`src/rtl/csi2_pkg.sv`:
```
// Shared CSI-2 definitions: short-packet data types, frame FSM states and
// header field positions of the converter's first (header) beat.
package csi2_pkg;

    localparam logic [5:0] DT_FS = 6'h00;
    localparam logic [5:0] DT_FE = 6'h01;

    localparam int HDR_DT_LSB = 0;
    localparam int HDR_DT_W   = 6;
    localparam int HDR_VC_LSB = 6;
    localparam int HDR_VC_W   = 2;
    localparam int HDR_WC_LSB = 8;
    localparam int HDR_WC_W   = 16;

    typedef enum logic [1:0] {
        ST_IDLE    = 2'd0,
        ST_WAIT_FS = 2'd1,
        ST_RUN     = 2'd2,
        ST_STOP    = 2'd3
    } csi2_frame_state_t;

    function automatic logic [HDR_DT_W-1:0] hdr_dt(input logic [31:0] d);
        return d[HDR_DT_LSB +: HDR_DT_W];
    endfunction

    function automatic logic [HDR_VC_W-1:0] hdr_vc(input logic [31:0] d);
        return d[HDR_VC_LSB +: HDR_VC_W];
    endfunction

    function automatic logic [HDR_WC_W-1:0] hdr_wc(input logic [31:0] d);
        return d[HDR_WC_LSB +: HDR_WC_W];
    endfunction

endpackage

```
`src/rtl/csi2_frame_ctrl_if.sv`:
```
// Packet tap between the CSI-2-to-AXI4-Stream converter output and the
// frame controller. No tready: the controller only observes the stream.
interface csi2_frame_ctrl_if;
    logic        tvalid;
    logic [31:0] tdata;
    logic        tlast;

    modport master (output tvalid, output tdata, output tlast);
    modport slave  (input  tvalid, input  tdata, input  tlast);
endinterface

```
`src/rtl/csi2_sat_cnt.sv`:
```
// Saturating up-counter with synchronous clear; clear wins over increment.
module csi2_sat_cnt #(
    parameter int WIDTH = 16
) (
    input  logic             clk_i,
    input  logic             srst_i,
    input  logic             clr_i,
    input  logic             inc_i,
    output logic [WIDTH-1:0] cnt_o
);

    // Count up until all-ones, then hold; reset and clear both force zero.
    always_ff @(posedge clk_i) begin
        if (srst_i || clr_i) begin
            cnt_o <= '0;
        end else if (inc_i && (cnt_o != '1)) begin
            cnt_o <= cnt_o + 1'b1;
        end
    end

endmodule

```
`src/rtl/csi2_frame_ctrl.sv`:
```
// Frame-level capture controller: gates the converter enable so capture
// starts and stops on frame boundaries, and keeps frame/error statistics.
module csi2_frame_ctrl
    import csi2_pkg::*;
#(
    parameter logic [1:0]  VC        = 2'd0,
    parameter int          CNT_WIDTH = 16,
    parameter logic [23:0] TIMEOUT   = 24'd10_000_000
) (
    input  logic                 clk_i,
    input  logic                 srst_i,
    input  logic                 run_i,
    input  logic                 cnt_clr_i,
    csi2_frame_ctrl_if.slave     pkt,
    input  logic                 phy_err_i,
    output logic                 enable_o,
    output logic                 frame_active_o,
    output logic                 frame_start_o,
    output logic                 frame_end_o,
    output logic                 sync_err_o,
    output logic [15:0]          frame_num_o,
    output logic [CNT_WIDTH-1:0] frame_cnt_o,
    output logic [CNT_WIDTH-1:0] err_cnt_o,
    output logic [1:0]           state_o
);

    csi2_frame_state_t state_q, state_d;
    logic              first_beat_q;
    logic [23:0]       wd_q, wd_d;
    logic [15:0]       frame_num_d;
    logic              start_d, end_d, sync_d;
    logic              hdr, is_fs, is_fe, wd_hit;

    // A beat is a packet header when it follows a tlast (or reset).
    assign hdr    = pkt.tvalid && first_beat_q;
    assign is_fs  = hdr && (hdr_dt(pkt.tdata) == DT_FS) && (hdr_vc(pkt.tdata) == VC);
    assign is_fe  = hdr && (hdr_dt(pkt.tdata) == DT_FE) && (hdr_vc(pkt.tdata) == VC);
    assign wd_hit = (TIMEOUT != 24'd0) && (wd_q == TIMEOUT);

    // Next-state and pulse decode; FE beats FS beats watchdog inside a frame.
    always_comb begin
        state_d     = state_q;
        wd_d        = wd_q;
        frame_num_d = frame_num_o;
        start_d     = 1'b0;
        end_d       = 1'b0;
        sync_d      = 1'b0;
        case (state_q)
            ST_IDLE: begin
                if (run_i) state_d = ST_WAIT_FS;
            end
            ST_WAIT_FS: begin
                if (!run_i) begin
                    state_d = ST_STOP;
                end else if (is_fs) begin
                    state_d     = ST_RUN;
                    start_d     = 1'b1;
                    frame_num_d = hdr_wc(pkt.tdata);
                    // The FS beat cycle is the first counted frame cycle.
                    wd_d        = 24'd1;
                end
            end
            ST_RUN: begin
                if (is_fe) begin
                    end_d   = 1'b1;
                    state_d = run_i ? ST_WAIT_FS : ST_STOP;
                end else if (is_fs) begin
                    // Missing FE: resynchronise on the new frame.
                    sync_d      = 1'b1;
                    start_d     = 1'b1;
                    frame_num_d = hdr_wc(pkt.tdata);
                    wd_d        = 24'd1;
                end else if (wd_hit) begin
                    sync_d  = 1'b1;
                    state_d = ST_WAIT_FS;
                end else if (wd_q != '1) begin
                    wd_d = wd_q + 24'd1;
                end
            end
            default: begin
                state_d = ST_IDLE;
            end
        endcase
    end

    // State, header tracking and registered outputs.
    always_ff @(posedge clk_i) begin
        if (srst_i) begin
            state_q        <= ST_IDLE;
            first_beat_q   <= 1'b1;
            wd_q           <= '0;
            frame_num_o    <= '0;
            frame_start_o  <= 1'b0;
            frame_end_o    <= 1'b0;
            sync_err_o     <= 1'b0;
            enable_o       <= 1'b0;
            frame_active_o <= 1'b0;
        end else begin
            state_q        <= state_d;
            if (pkt.tvalid) first_beat_q <= pkt.tlast;
            wd_q           <= wd_d;
            frame_num_o    <= frame_num_d;
            frame_start_o  <= start_d;
            frame_end_o    <= end_d;
            sync_err_o     <= sync_d;
            enable_o       <= (state_d == ST_WAIT_FS) || (state_d == ST_RUN);
            frame_active_o <= (state_d == ST_RUN);
        end
    end

    assign state_o = state_q;

    csi2_sat_cnt #(.WIDTH(CNT_WIDTH)) u_frame_cnt (
        .clk_i  (clk_i),
        .srst_i (srst_i),
        .clr_i  (cnt_clr_i),
        .inc_i  (end_d),
        .cnt_o  (frame_cnt_o)
    );

    // PHY and sync errors in the same cycle count once.
    csi2_sat_cnt #(.WIDTH(CNT_WIDTH)) u_err_cnt (
        .clk_i  (clk_i),
        .srst_i (srst_i),
        .clr_i  (cnt_clr_i),
        .inc_i  (sync_d || phy_err_i),
        .cnt_o  (err_cnt_o)
    );

endmodule

```
`src/flat_wrapper.sv`:
```
// flat-port wrapper written by rule: the top's interface ports become plain ports
module csi2_frame_ctrl_flat import csi2_pkg::*;
#(
    parameter logic [1:0]  VC        = 2'd0,
    parameter int          CNT_WIDTH = 16,
    parameter logic [23:0] TIMEOUT   = 24'd10_000_000
)
  (clk_i, srst_i, run_i, cnt_clr_i, phy_err_i, enable_o, frame_active_o, frame_start_o, frame_end_o, sync_err_o, frame_num_o, frame_cnt_o, err_cnt_o, state_o, pkt_tvalid, pkt_tdata, pkt_tlast);
  csi2_frame_ctrl_if pkt_i ();
  input  logic clk_i;
  input  logic srst_i;
  input  logic run_i;
  input  logic cnt_clr_i;
  input  logic phy_err_i;
  output logic enable_o;
  output logic frame_active_o;
  output logic frame_start_o;
  output logic frame_end_o;
  output logic sync_err_o;
  output logic [15:0] frame_num_o;
  output logic [CNT_WIDTH-1:0] frame_cnt_o;
  output logic [CNT_WIDTH-1:0] err_cnt_o;
  output logic [1:0] state_o;
  input wire logic [$bits(pkt_i.tvalid)-1:0] pkt_tvalid;
  input wire logic [$bits(pkt_i.tdata)-1:0] pkt_tdata;
  input wire logic [$bits(pkt_i.tlast)-1:0] pkt_tlast;
  assign pkt_i.tvalid = pkt_tvalid;
  assign pkt_i.tdata = pkt_tdata;
  assign pkt_i.tlast = pkt_tlast;
  csi2_frame_ctrl #(.VC(VC), .CNT_WIDTH(CNT_WIDTH), .TIMEOUT(TIMEOUT)) u_core (.clk_i(clk_i), .srst_i(srst_i), .run_i(run_i), .cnt_clr_i(cnt_clr_i), .pkt(pkt_i), .phy_err_i(phy_err_i), .enable_o(enable_o), .frame_active_o(frame_active_o), .frame_start_o(frame_start_o), .frame_end_o(frame_end_o), .sync_err_o(sync_err_o), .frame_num_o(frame_num_o), .frame_cnt_o(frame_cnt_o), .err_cnt_o(err_cnt_o), .state_o(state_o));
endmodule
```
`config.mk`:
```
export PLATFORM = sky130hd
export DESIGN_NAME = csi2_frame_ctrl_flat
export DESIGN_NICKNAME = d
export VERILOG_FILES = /design/src/rtl/csi2_pkg.sv /design/src/rtl/csi2_frame_ctrl_if.sv /design/src/rtl/csi2_sat_cnt.sv /design/src/rtl/csi2_frame_ctrl.sv /design/src/flat_wrapper.sv
export SDC_FILE = /design/constraint.sdc
export NUM_CORES = 1
export LEC_CHECK = 0
export CORE_UTILIZATION = 33
export CTS_BUF_LIST = sky130_fd_sc_hd__clkbuf_4 sky130_fd_sc_hd__clkbuf_8 sky130_fd_sc_hd__clkbuf_16
export DETAILED_ROUTE_END_ITERATION = 7
export GPL_TIMING_DRIVEN = 0
export PLACE_DENSITY = 0.63
export SLEW_MARGIN = 15
export SYNTH_ARGS = -nofsm -noshare
export SYNTH_HDL_FRONTEND = slang
export SYNTH_HIERARCHICAL = 1
export SYNTH_SLANG_ARGS = --single-unit
```
`constraint.sdc`:
```
create_clock -name clk_i -period 8.5 [get_ports clk_i]
set_input_delay 1.7 -clock clk_i [delete_from_list [all_inputs] [get_ports clk_i]]
set_output_delay 1.7 -clock clk_i [all_outputs]
set_load 0.005 [all_outputs]
```
**Word-level counts from Yosys, hierarchy flattened**

Cells that the tools add are included.

- Add/subtract/negate cells: 3
- Equality and inequality tests: 14
- Muxes and demuxes: 29
- Reductions and logical operators: 16

Operators with widths:

| operator | number |
|---|---|
| $mux W24 | 6 |
| $mux W16 | 3 |
| $pmux W24 S2 | 1 |
| $add A16 B1 Y16 const B | 2 |
| $ne A16 B16 Y1 const B | 2 |
| $pmux W16 S2 | 1 |
| $add A24 B1 Y24 const B | 1 |
| $eq A24 B24 Y1 const B | 1 |
| $ne A24 B24 Y1 const B | 1 |
| $mux W2 | 7 |
| $mux W1 | 9 |
| $logic_and A1 B1 Y1 | 7 |
| $eq A6 B1 Y1 const B | 1 |
| $logic_not A6 Y1 | 1 |
| $pmux W2 S3 | 1 |
| $reduce_and A6 Y1 | 1 |
| $eq A2 B1 Y1 const B | 2 |
| $eq A2 B2 Y1 const B | 2 |
| $logic_not A2 Y1 | 2 |
| $ne A2 B2 Y1 const B | 2 |
| $logic_or A1 B1 Y1 | 3 |
| $ne A3 B1 Y1 const B | 1 |
| $ne A3 B2 Y1 const B | 1 |
| $reduce_and A3 Y1 | 1 |
| 3 further kinds | 3 |

- Register bits: 80
- Input port bits: 39

**Longest topological paths before layout**

- Word-level depth: 8
- Depth in mapped cells: 11
- Depth with buffers taken out: 11

**Cells and area by module**

The synthesis kept the hierarchy.

Modules (own cells, without submodules):

| module | times used | cells an instance | area each (sq um) | sequential area each (sq um) |
|---|---|---|---|---|
| csi2_frame_ctrl | 1 | 346 | 2791.4 | 960.9 |
| csi2_sat_cnt | 2 | 95 | 847.1 | 320.3 |

**Worst setup path after synthesis**

No wires, ideal clock.

- Path kind: input-to-reg
- Start: in pkt_tdata[4]
- End: reg u_core.u_err_cnt.cnt_o[14]
- Setup time: 0.070 ns
- Arrival time: 3.896 ns
- Slack: 4.533 ns
- Cell stages on the path: 9
- Path buffers: 1
- Cell sequence: or4_4 buf_6 nor4_4 o21ai_0 nand2b_1 nand4_1 a41o_1 or3_1 a21oi_1

- Word-level cells in the longest chain between the ends: 8
- Elaborated cells between the ends (all ways): 11
- Classes of those cells: eq/ne (1); mux (3); reduce/logical (7)

Ends and longest elaborated chain:

| what | line | text |
|---|---|---|
| start: declaration | flat_wrapper.sv:25 | `input wire logic [$bits(pkt_i.tdata)-1:0] pkt_tdata;` |
| $logic_not A6 Y1 | csi2_frame_ctrl.sv:36 | `assign is_fs = hdr && (hdr_dt(pkt.tdata) == DT_FS) && (hdr_vc(pkt.tdata) == VC);` |
| $logic_and A1 B1 Y1 (2 in series) | csi2_frame_ctrl.sv:36 |  |
| $mux W1 | csi2_frame_ctrl.sv:67 | `end else if (is_fs) begin` |
| $mux W1 * | csi2_frame_ctrl.sv:64 | `if (is_fe) begin` |
| $mux W1 * | csi2_frame_ctrl.sv:48 | `case (state_q)` |
| $logic_or A1 B1 Y1 * | csi2_frame_ctrl.sv:126 | `.inc_i (sync_d \|\| phy_err_i),` |
| $logic_and A1 B1 Y1 * | csi2_sat_cnt.sv:16 | `end else if (inc_i && (cnt_o != '1)) begin` |
| end signal: assignment | csi2_sat_cnt.sv:17 | `cnt_o <= cnt_o + 1'b1;` |
| end: declaration | csi2_sat_cnt.sv:9 | `output logic [WIDTH-1:0] cnt_o` |

Mark *: on every way between the ends. The rest lies on a longest branch, timed or not.
A chain may end at the register's enable or synchronous reset.

**Final worst setup path**

- Start: in pkt_tdata[4]
- End: reg u_core.u_err_cnt.cnt_o[10]

The elaborated chain is that of the path after synthesis.

==> impl_metrics.csv <==
group,metric,value,unit
worst_setup_path,cp-endpoint,"u_core/u_err_cnt/cnt_o[10]$_SDFFE_PP0P_",
die,start_util,33.9,%
clock_tree,clock_sinks,80,
global_routing,grt_pass1_wl,21.5,mm
sta,min_period,4.56,ns
routing,first_iter_violations,462,
worst_setup_path,critical_path_class,"in -> reg",
clock_tree,cts_tree,"done",
sta,finalCritPeriodShare,53.6,%
sta,rsz0062_at_grt,"false",
sta,skew,0.00708,ns
global_routing,grt_usage,18.8,%
worst_setup_path,r2r_end,"u_core/u_err_cnt/cnt_o[10]$_SDFFE_PP0P_",
logic_synthesis,ys_warn_count,6,
sta,slew_viol_final,0,
clock_tree,worst_skew_pair.late_latency,0.34,ns
die,placement_rows,42,
logic_synthesis,synth_area,4490,sq um
sta,fmax,0.219,GHz
logic_synthesis,synth_flop_cell,"dfxtp_1",
logic_synthesis,async_flop_share,0,%
clock_tree,h-tree-depth,3,
clock_tree,path_clk_slew,0.06,ns
final_layout,layout_commonest_cell,"clkdlybuf4s50_1",
final_layout,final_cell_mix,"clkdlybuf4s50_1 (85), dfxtp_1 (80), nand2_1 (74), a21oi_1 (41), nand3_1 (33)",
hold_path,holdCritPathClass,"reg -> reg",
hold_path,min_path_cells,2,
worst_setup_path,crit_path_end_kind,"register",
worst_setup_path,r2r_cells,11,
placed_design,hpwl,9.38,mm
die,core_region_area,13200,sq um
worst_setup_path,worst-r2r-setup-slack,5.40,ns
die,io-pin-count,94,
clock_tree,clock_path_buffers,2,
clock_tree,cts_buffers,9,
run_status,outcome,"finished clean",
worst_setup_path,start_kind,"input pin",
logic_synthesis,netlist-cell-type-count,74,
routing,first_pass_iters,5,
final_layout,area_growth,31.1,%
sta,finalSetupViolCount,0,
sta,worstMarginPinSlew,0.947,ns
clock_tree,root_buffer,"clkbuf_16",
clock_tree,cts.repair.resized,0,
sta,hold_slack,0.453,ns
routing,drc_errors,0,
logic_synthesis,synth_mux_area_share,0.446,%
die,fp.dieArea,14100,sq um
sta,max-slew-margin-rel,36.3,%
power_and_ir_drop,power.leakage,1.97,nW
worst_setup_path,cpPeakStageDelay,0.54,ns
worst_setup_path,critPathLaunch,"pkt_tdata[4]",
routing,wl_per_cell,15.9,microns
global_routing,antenna_found_initial,0,
logic_synthesis,synth_edf_count,0,
logic_synthesis,synthXorXnorAreaFrac,1.17,%
logic_synthesis,postSynthAreaPerCell,8.37,sq um
final_layout,nets,680,
die,fp.dieW,119,microns
sta,fin_setup_tns,0,ns
final_layout,layout-drive-gt1-share,8.81,%
logic_synthesis,seq_area_frac_synth,35.7,%
logic_synthesis,synth_fa_ha_area_share,2.51,%
logic_synthesis,ys_ff_latch,80,
sta,hold_viol_final,0,
logic_synthesis,synth_fp_nets,584,
routing,totalWireLength,12.9,mm
placed_design,port_buffers,85,
global_routing,overflow,0,
worst_setup_path,crit_path_cell_trace,"clkdlybuf4s50_1, or4_4, buf_6, nor4_4, o21ai_0, nand2b_1, nand4_1, a211oi_1, a31oi_1, a41o_1",
clock_tree,cts_hold_buf,0,
global_routing,grt_max_degree,13,
logic_synthesis,yosys.area_share.simple,33.9,%
final_layout,insertedDiodeCount,0,
routing,drtAntennaViolNets,0,
routing,via_count,4631,
die,die_h,119,microns
logic_synthesis,synth_top_family_by_area,"simple AND/OR/NAND/NOR gates",
clock_tree,postCtsSetupRepairBufs,0,
power_and_ir_drop,power.total,0.873,mW
flow_run,cap_violations,0,
power_and_ir_drop,peakVddDrop,104,uV
placed_design,globalplace.congestion,0.876,
worst_setup_path,critPathRequiredTime,8.74,ns
power_and_ir_drop,power_density,148,nW/um^2
routing,viasPerCell,5.70,
logic_synthesis,synthCells,536,
global_routing,grt_pass1_vias,4351,
worst_setup_path,crit_path_top_delay_cell,"or4_4",
logic_synthesis,synth_compound_area_share,21.6,%
worst_setup_path,worstPathArrival,4.80,ns
worst_setup_path,crit_path_max_fanout,6,
worst_setup_path,r2r-start,"u_core/wd_q[0]$_SDFFE_PP0P_",
## worst max-delay path, delay by kind of cell
family                 cells  cell delay (ns)
AO/OA/AOI/OAI              4             1.10
AND/OR/NAND/NOR            4             1.42
buffers and inverters      2             0.57
## stage by stage
stage          util [%]  cell area (sq um)  worst slack, ns  instances
2_1_floorplan         -               4490             4.53        536
3_5_place_dp       42.0               5560             3.63        797
4_1_cts            44.4               5880             3.96        812
5_1_grt            44.4               5880             3.71        812
3_3_place_gp       42.0               5560             3.71        797
6_report           44.4               5880             3.94        812
## how the worst min path moves through the flow
stage,startpoint,to,slack (ns)
finish,u_core/frame_num_o[5]$_SDFFE_PP0P_,u_core/frame_num_o[5]$_SDFFE_PP0P_,0.45
floorplan,u_core/frame_num_o[0]$_SDFFE_PP0P_,u_core/frame_num_o[0]$_SDFFE_PP0P_,0.45
global route,u_core/frame_num_o[5]$_SDFFE_PP0P_,u_core/frame_num_o[5]$_SDFFE_PP0P_,0.48
detailed placement,u_core/frame_num_o[1]$_SDFFE_PP0P_,u_core/frame_num_o[1]$_SDFFE_PP0P_,0.45
CTS,u_core/frame_num_o[1]$_SDFFE_PP0P_,u_core/frame_num_o[1]$_SDFFE_PP0P_,0.45
global placement,u_core/frame_num_o[1]$_SDFFE_PP0P_,u_core/frame_num_o[1]$_SDFFE_PP0P_,0.44
## cell type report
| class | instances | area [sq um] |
|---|---|---|
| clock buffers | 12 | 260 |
| flip-flops and latches | 80 | 1600 |
| inverters | 11 | 41.3 |
| clock inverters | 3 | 65.1 |
| multi-input cells | 413 | 2680 |
| well taps | 176 | 220 |
| fillers | 1348 | 7360 |
| plain buffers | 32 | 166 |
| repair buffers | 85 | 851 |
## synth_stat cells, types with 3 or more instances
master	n	area, sq um
a21oi_1	41	205
a211oi_1	5	37.5
nand2_1	74	278
nor4_2	3	37.5
ha_1	9	113
or4_1	7	52.6
or2_2	4	25.0
nor3_1	13	65.1
nor4bb_1	5	50.1
nand3_1	33	165
clkbuf_2	3	15.0
and3_1	3	18.8
buf_6	3	33.8
o21ai_0	21	105
and4_1	14	123
xor2_1	4	35.0
dfxtp_1	80	1600
a41o_1	8	80.1
buf_4	4	30.0
and2_1	8	50.1
inv_1	10	37.5
clkbuf_1	17	63.8
o31a_1	7	61.3
nor4_1	7	43.8
a311oi_1	6	52.6
or4_4	3	33.8
or3_1	12	75.1
nand4_1	23	144
buf_2	4	20.0
o31ai_1	11	82.6
nor2_1	23	86.3
o211a_1	3	30.0
nor2b_1	3	18.8
o311ai_0	3	26.3
a31oi_1	6	37.5
## flip-flops by register name, indices dropped and copies added, names as in the netlist
| register | count |
|---|---|
| u_core/frame_active_o | 1 |
| u_core/frame_start_o | 1 |
| u_core/u_frame_cnt/cnt_o | 16 |
| u_core/frame_end_o | 1 |
| u_core/enable_o | 1 |
| u_core/frame_num_o | 16 |
| u_core/wd_q | 24 |
| u_core/sync_err_o | 1 |
| u_core/state_o | 2 |
| u_core/first_beat_q | 1 |
| u_core/u_err_cnt/cnt_o | 16 |
## cells by family after synthesis
logic type | count (synthesis)
AO/OA/AOI/OAI | 138
XOR/XNOR | 6
adder cells (fa/ha/maj) | 9
buffers and inverters | 43
flip-flops | 80
multiplexers | 2
AND/OR/NAND/NOR | 258
## report_power, final
group	switching (mW)	total [mW]	internal (mW)
Clock	0.151	0.425	0.274
Combinational	0.0344	0.0667	0.0323
Sequential	0.00307	0.381	0.378
## routing by layer
layer  share of wire (%)  GRT usage, %  up-vias  wire length, microns
met5                   0             0        -                     0
met4                 2.5          8.70        0                   320
met3                 5.1          2.94       27                   658
met2                  49          31.3      166                  6360
met1                  43          23.8     2189                  5570
li1                    -             -     2249                     -
Power figures use the tool's default switching activity.
==> RTL edit 1 (same flow settings) <==
The output `frame_end_o` loses its register stage (`frame_end_o` becomes a continuous assignment).
--- a/src/rtl/csi2_frame_ctrl.sv
+++ b/src/rtl/csi2_frame_ctrl.sv
@@ -93,3 +93,2 @@
             frame_start_o  <= 1'b0;
-            frame_end_o    <= 1'b0;
             sync_err_o     <= 1'b0;
@@ -103,3 +102,2 @@
             frame_start_o  <= start_d;
-            frame_end_o    <= end_d;
             sync_err_o     <= sync_d;
@@ -109,2 +107,4 @@
     end
+
+    assign frame_end_o = end_d;
 
Behaviour: not the same (a bounded check fails within 4 cycles, from zero or initial values and one cycle with srst_i high).
==> RTL edit 1 against the unedited design <==
Non-clock buffer count down 5; final area decreased by 4.7%; power decreased by 8.4%; area after synthesis is 5.3% lower; setup slack lost 1400 ps; wire length fell by 8.7%; critical path depth fell by 4; sequential cell count fell by 1; critical endpoint is now frame_end_o; largest cell class unchanged; largest power group unchanged.
==> RTL edit 1: results (changes against the unedited design) <==
[hold_path]
whs_endpoint = u_core/frame_num_o[9]  ; was u_core/frame_num_o[5]
hp-start = u_core/frame_num_o[9]  ; was u_core/frame_num_o[5]

[setup_path]
cp_data_arrival_time_ps = 4280  ; was 4800 ps
reg2regPathDepth = 10  ; was 11
regToRegSetupSlack_ps = 5560  ; was 5400 ps
crit_path_max_fanout = 7  ; was 6
crit_end = frame_end_o  ; was u_core/u_err_cnt/cnt_o[10]

[place]
dpl_cell_area_sq_um = 5310  ; was 5560 sq um
pre_cts_ws_ps = 2530  ; was 3630 ps

[finish]
multi_input_area_sq_um = 2510  ; was 2680 sq um
nonClkBufAreaFrac_pct = 17.4  ; was 17.3%
nMultiInputCombCells = 399  ; was 413
inverters_excl_clock = 10  ; was 11
num-clock-buffers = 14  ; was 12
drive_above_1_share_pct = 8.28  ; was 8.81%
nets = 659  ; was 680

[pwr]
leakagePower_uw = 0.00185  ; was 0.00197 uW
switching_share_pct = 22.3  ; was 21.6%
power_clock_uw = 376  ; was 425 uW
p_seq_uw = 375  ; was 381 uW

[routing]
finalWirelength_mm = 11.8  ; was 12.9 mm
vias = 4444  ; was 4631
drt_iter0_drc = 413  ; was 462

[outcome]
outcome = finished clean  ; unchanged

[sta]
worst_clock_skew_ps = 6.91  ; was 7.08 ps

[global_route]
grt_pass1_vias = 3992  ; was 4351

[synthesis]
syn_nets = 563  ; was 584
yosysSeqAreaShare_pct = 37.2  ; was 35.7%

-- RTL edit 1: cell types whose count changed in the layout (fill, tap and decap cells not counted), moves of 4 or more --
cell      before  now
a31o_2         0    4
o31a_1         7    0
a311oi_1       6    2
a21oi_1       41   36
and3_1         3    8
a31oi_1        6   36
nor2_1        23   28
nand3_1       33   25
nand2_1       74   67
buf_4          4    0
-- RTL edit 1: per-stage QoR --
stage,std cells,hold slack (ps)
5_1_grt,788,465
2_1_floorplan,515,448
4_1_cts,788,451
6_report,788,451
3_5_place_dp,772,443
3_3_place_gp,772,438
-- RTL edit 1: cell families after synthesis --
family	count (synthesis)	synth area share, %
compound gates	147	23.5
xor+xnor	6	1.24
simple gates	237	31.6
flops	79	37.2
buf+inv	37	3.74
fa+ha+maj	9	2.65
-- RTL edit 1: layer usage --
metal,track usage (%),part of all wire (%)
met1,23.0,46
met2,28.7,46
met3,3.87,7.0
met4,7.88,1.6
met5,0,0
==> RTL edit 2 (same flow settings) <==
Without the edit above. Set the package constant `HDR_VC_W` to 4 (it was 2).
--- a/src/rtl/csi2_pkg.sv
+++ b/src/rtl/csi2_pkg.sv
@@ -10,3 +10,3 @@
     localparam int HDR_VC_LSB = 6;
-    localparam int HDR_VC_W   = 2;
+    localparam int HDR_VC_W   = 4;
     localparam int HDR_WC_LSB = 8;
Formal check against the unedited RTL: not equivalent (Yosys sat finds a counterexample within 4 cycles, from zero or initial values and one cycle with srst_i high).
==> RTL edit 2 against the unedited design <==
Global-route usage is 1.0 points lower; first-iteration DRC count is 48% lower; final area is 5.5% lower; sequential cell count stayed put; combinational power is 22% higher; setup slack better by 41 ps; count of clock-buffer cells in the layout is 2 lower; power is 1.6% higher; wire length is 12% lower; clock power is 1% lower; area after synthesis is 6.8% lower; clock skew is 1.4 ps lower; highest routed layer unchanged.
==> RTL edit 2: results (changes against the unedited design) <==
[clock_tree]
clk_pin_slew_ps = 60  ; about the same
root_buffer = clkbuf_16  ; unchanged
numCtsBuffers = 9  ; unchanged
cts_resized = 0  ; unchanged
post_cts_buffers = 0  ; unchanged
cts_max_level = 3  ; unchanged

[finish]
drive_above_1_share_pct = 9.23  ; was 8.81%
largest_reg_flops = 24  ; unchanged
stdcell_area_sq_um = 5560  ; was 5880 sq um
final.fill_count = 1195  ; was 1348
final_cells = 764  ; was 812
nets = 640  ; was 680
n_antenna_cell = 0  ; unchanged

[synthesis]
syn_nets = 544  ; was 584
netlist_instances = 496  ; was 536
yosysSeqAreaShare_pct = 38.3  ; was 35.7%
ys_top_cells_by_count = dfxtp_1, nand2_1, a21oi_1, nor2_1, nand3_1  ; was dfxtp_1, nand2_1, a21oi_1, nand3_1
synth.top_cells.by_area = dfxtp_1, nand2_1, a21oi_1  ; unchanged
synth_cell_types = 61  ; was 74

[global_route]
grt_pass1_wl_mm = 18.5  ; was 21.5 mm
grt_pass1_vias = 3918  ; was 4351
grt_max_degree = 14  ; was 13
grt_usage_pct = 17.8  ; was 18.8%
antenna_found_initial = 0  ; unchanged

[sta]
worst_clock_skew_ps = 5.67  ; was 7.08 ps
tightest_slew_ps = 931  ; was 947 ps

[routing]
vias_per_cell = 5.52  ; was 5.70
drt_iter0_drc = 239  ; was 462
first_pass_iters = 5  ; unchanged
wl_per_cell_um = 14.9  ; was 15.9 um

[setup_path]
cp_data_arrival_time_ps = 4750  ; was 4800 ps
crit_path_max_fanout = 7  ; was 6

[outcome]
outcome = finished clean  ; unchanged

[pwr]
vdd_drop_max_uv = 80.1  ; was 104 uV
leakagePower_uw = 0.00193  ; was 0.00197 uW

[place]
pre_cts_ws_ps = 3730  ; was 3630 ps
dpl_cell_area_sq_um = 5240  ; was 5560 sq um
gp_congestion = 0.820  ; was 0.876
hpwl_mm = 8.17  ; was 9.38 mm
dp.cells = 749  ; was 797
io_buffers = 85  ; unchanged

[hold_path]
holdCritPathClass = reg2reg  ; unchanged

-- RTL edit 2: cell types whose count changed in the layout (fill, tap and decap cells not counted), moves of 7 or more --
cell	unedited run	this run
nand4_1	23	16
nor2_1	23	30
a31oi_1	6	22
nand2_1	74	62
clkbuf_1	17	7
o31a_1	7	0
-- RTL edit 2: power by group --
group / total [uW] / leakage (uW) / switching [uW] / internal (uW)
Combinational: 81.5 / 0.00113 / 40.4 / 41.2
Clock: 419 / 0.000155 / 155 / 263
Sequential: 387 / 0.000646 / 5.11 / 381
-- RTL edit 2: final timing paths --
kind | from | endpoint | slack [ps] | depth (start not counted)
setup / recovery | pkt_tvalid | u_core/u_frame_cnt/cnt_o[10] | 3980 | 9
hold / removal | u_core/frame_num_o[10] | u_core/frame_num_o[10] | 450 | 2
setup reg to reg | u_core/wd_q[0] | u_core/u_err_cnt/cnt_o[10] | 5310 | 13
hold reg to reg | u_core/frame_num_o[10] | u_core/frame_num_o[10] | 450 | 2
-- RTL edit 2: cells by family after synthesis --
group,count (synthesis),share of synthesized area (%)
and+or+nand+nor,230,31.4
AOI/OAI and AO/OA,140,22.5
DFF,80,38.3
buffers and inverters,30,3.65
adders and majority gates,9,2.69
xor gates and xnor gates,6,1.26
muxes,1,0.240
-- RTL edit 2: cell type report --
cell class              instances  area share (%)
plain buffers                  20            2.07
clock buffers                  10            4.30
clock inverters                 5            1.46
inverters                      10           0.675
multi-input cells             386            43.6
flip-flops and latches         80            28.8
well taps                     168            3.78
repair buffers                 85            15.3
-- RTL edit 2: metrics by stage --
stage	total power, uW	hold slack, ps
2_1_floorplan	436	440
3_3_place_gp	474	438
3_5_place_dp	476	445
4_1_cts	900	453
5_1_grt	925	476
6_report	887	453
-- RTL edit 2: layer usage --
metal	part of all wire [%]	track usage (%)	routed length (um)	vias to the layer above
li1	-	-	-	2084
met1	47	22.9	5330	1993
met2	45	27.8	5170	130
met3	6.2	4.87	702	14
met4	1.4	7.71	164	0
met5	0	0	0	-
-- RTL edit 2: critical path, cell delays in order --
cell and delay (ps):
clkdlybuf4s50_1 540, nor4b_1 640, and3_1 240, buf_2 170, and3_1 380, nand4_1 220
a211oi_1 480, a31oi_1 160, a41o_1 220
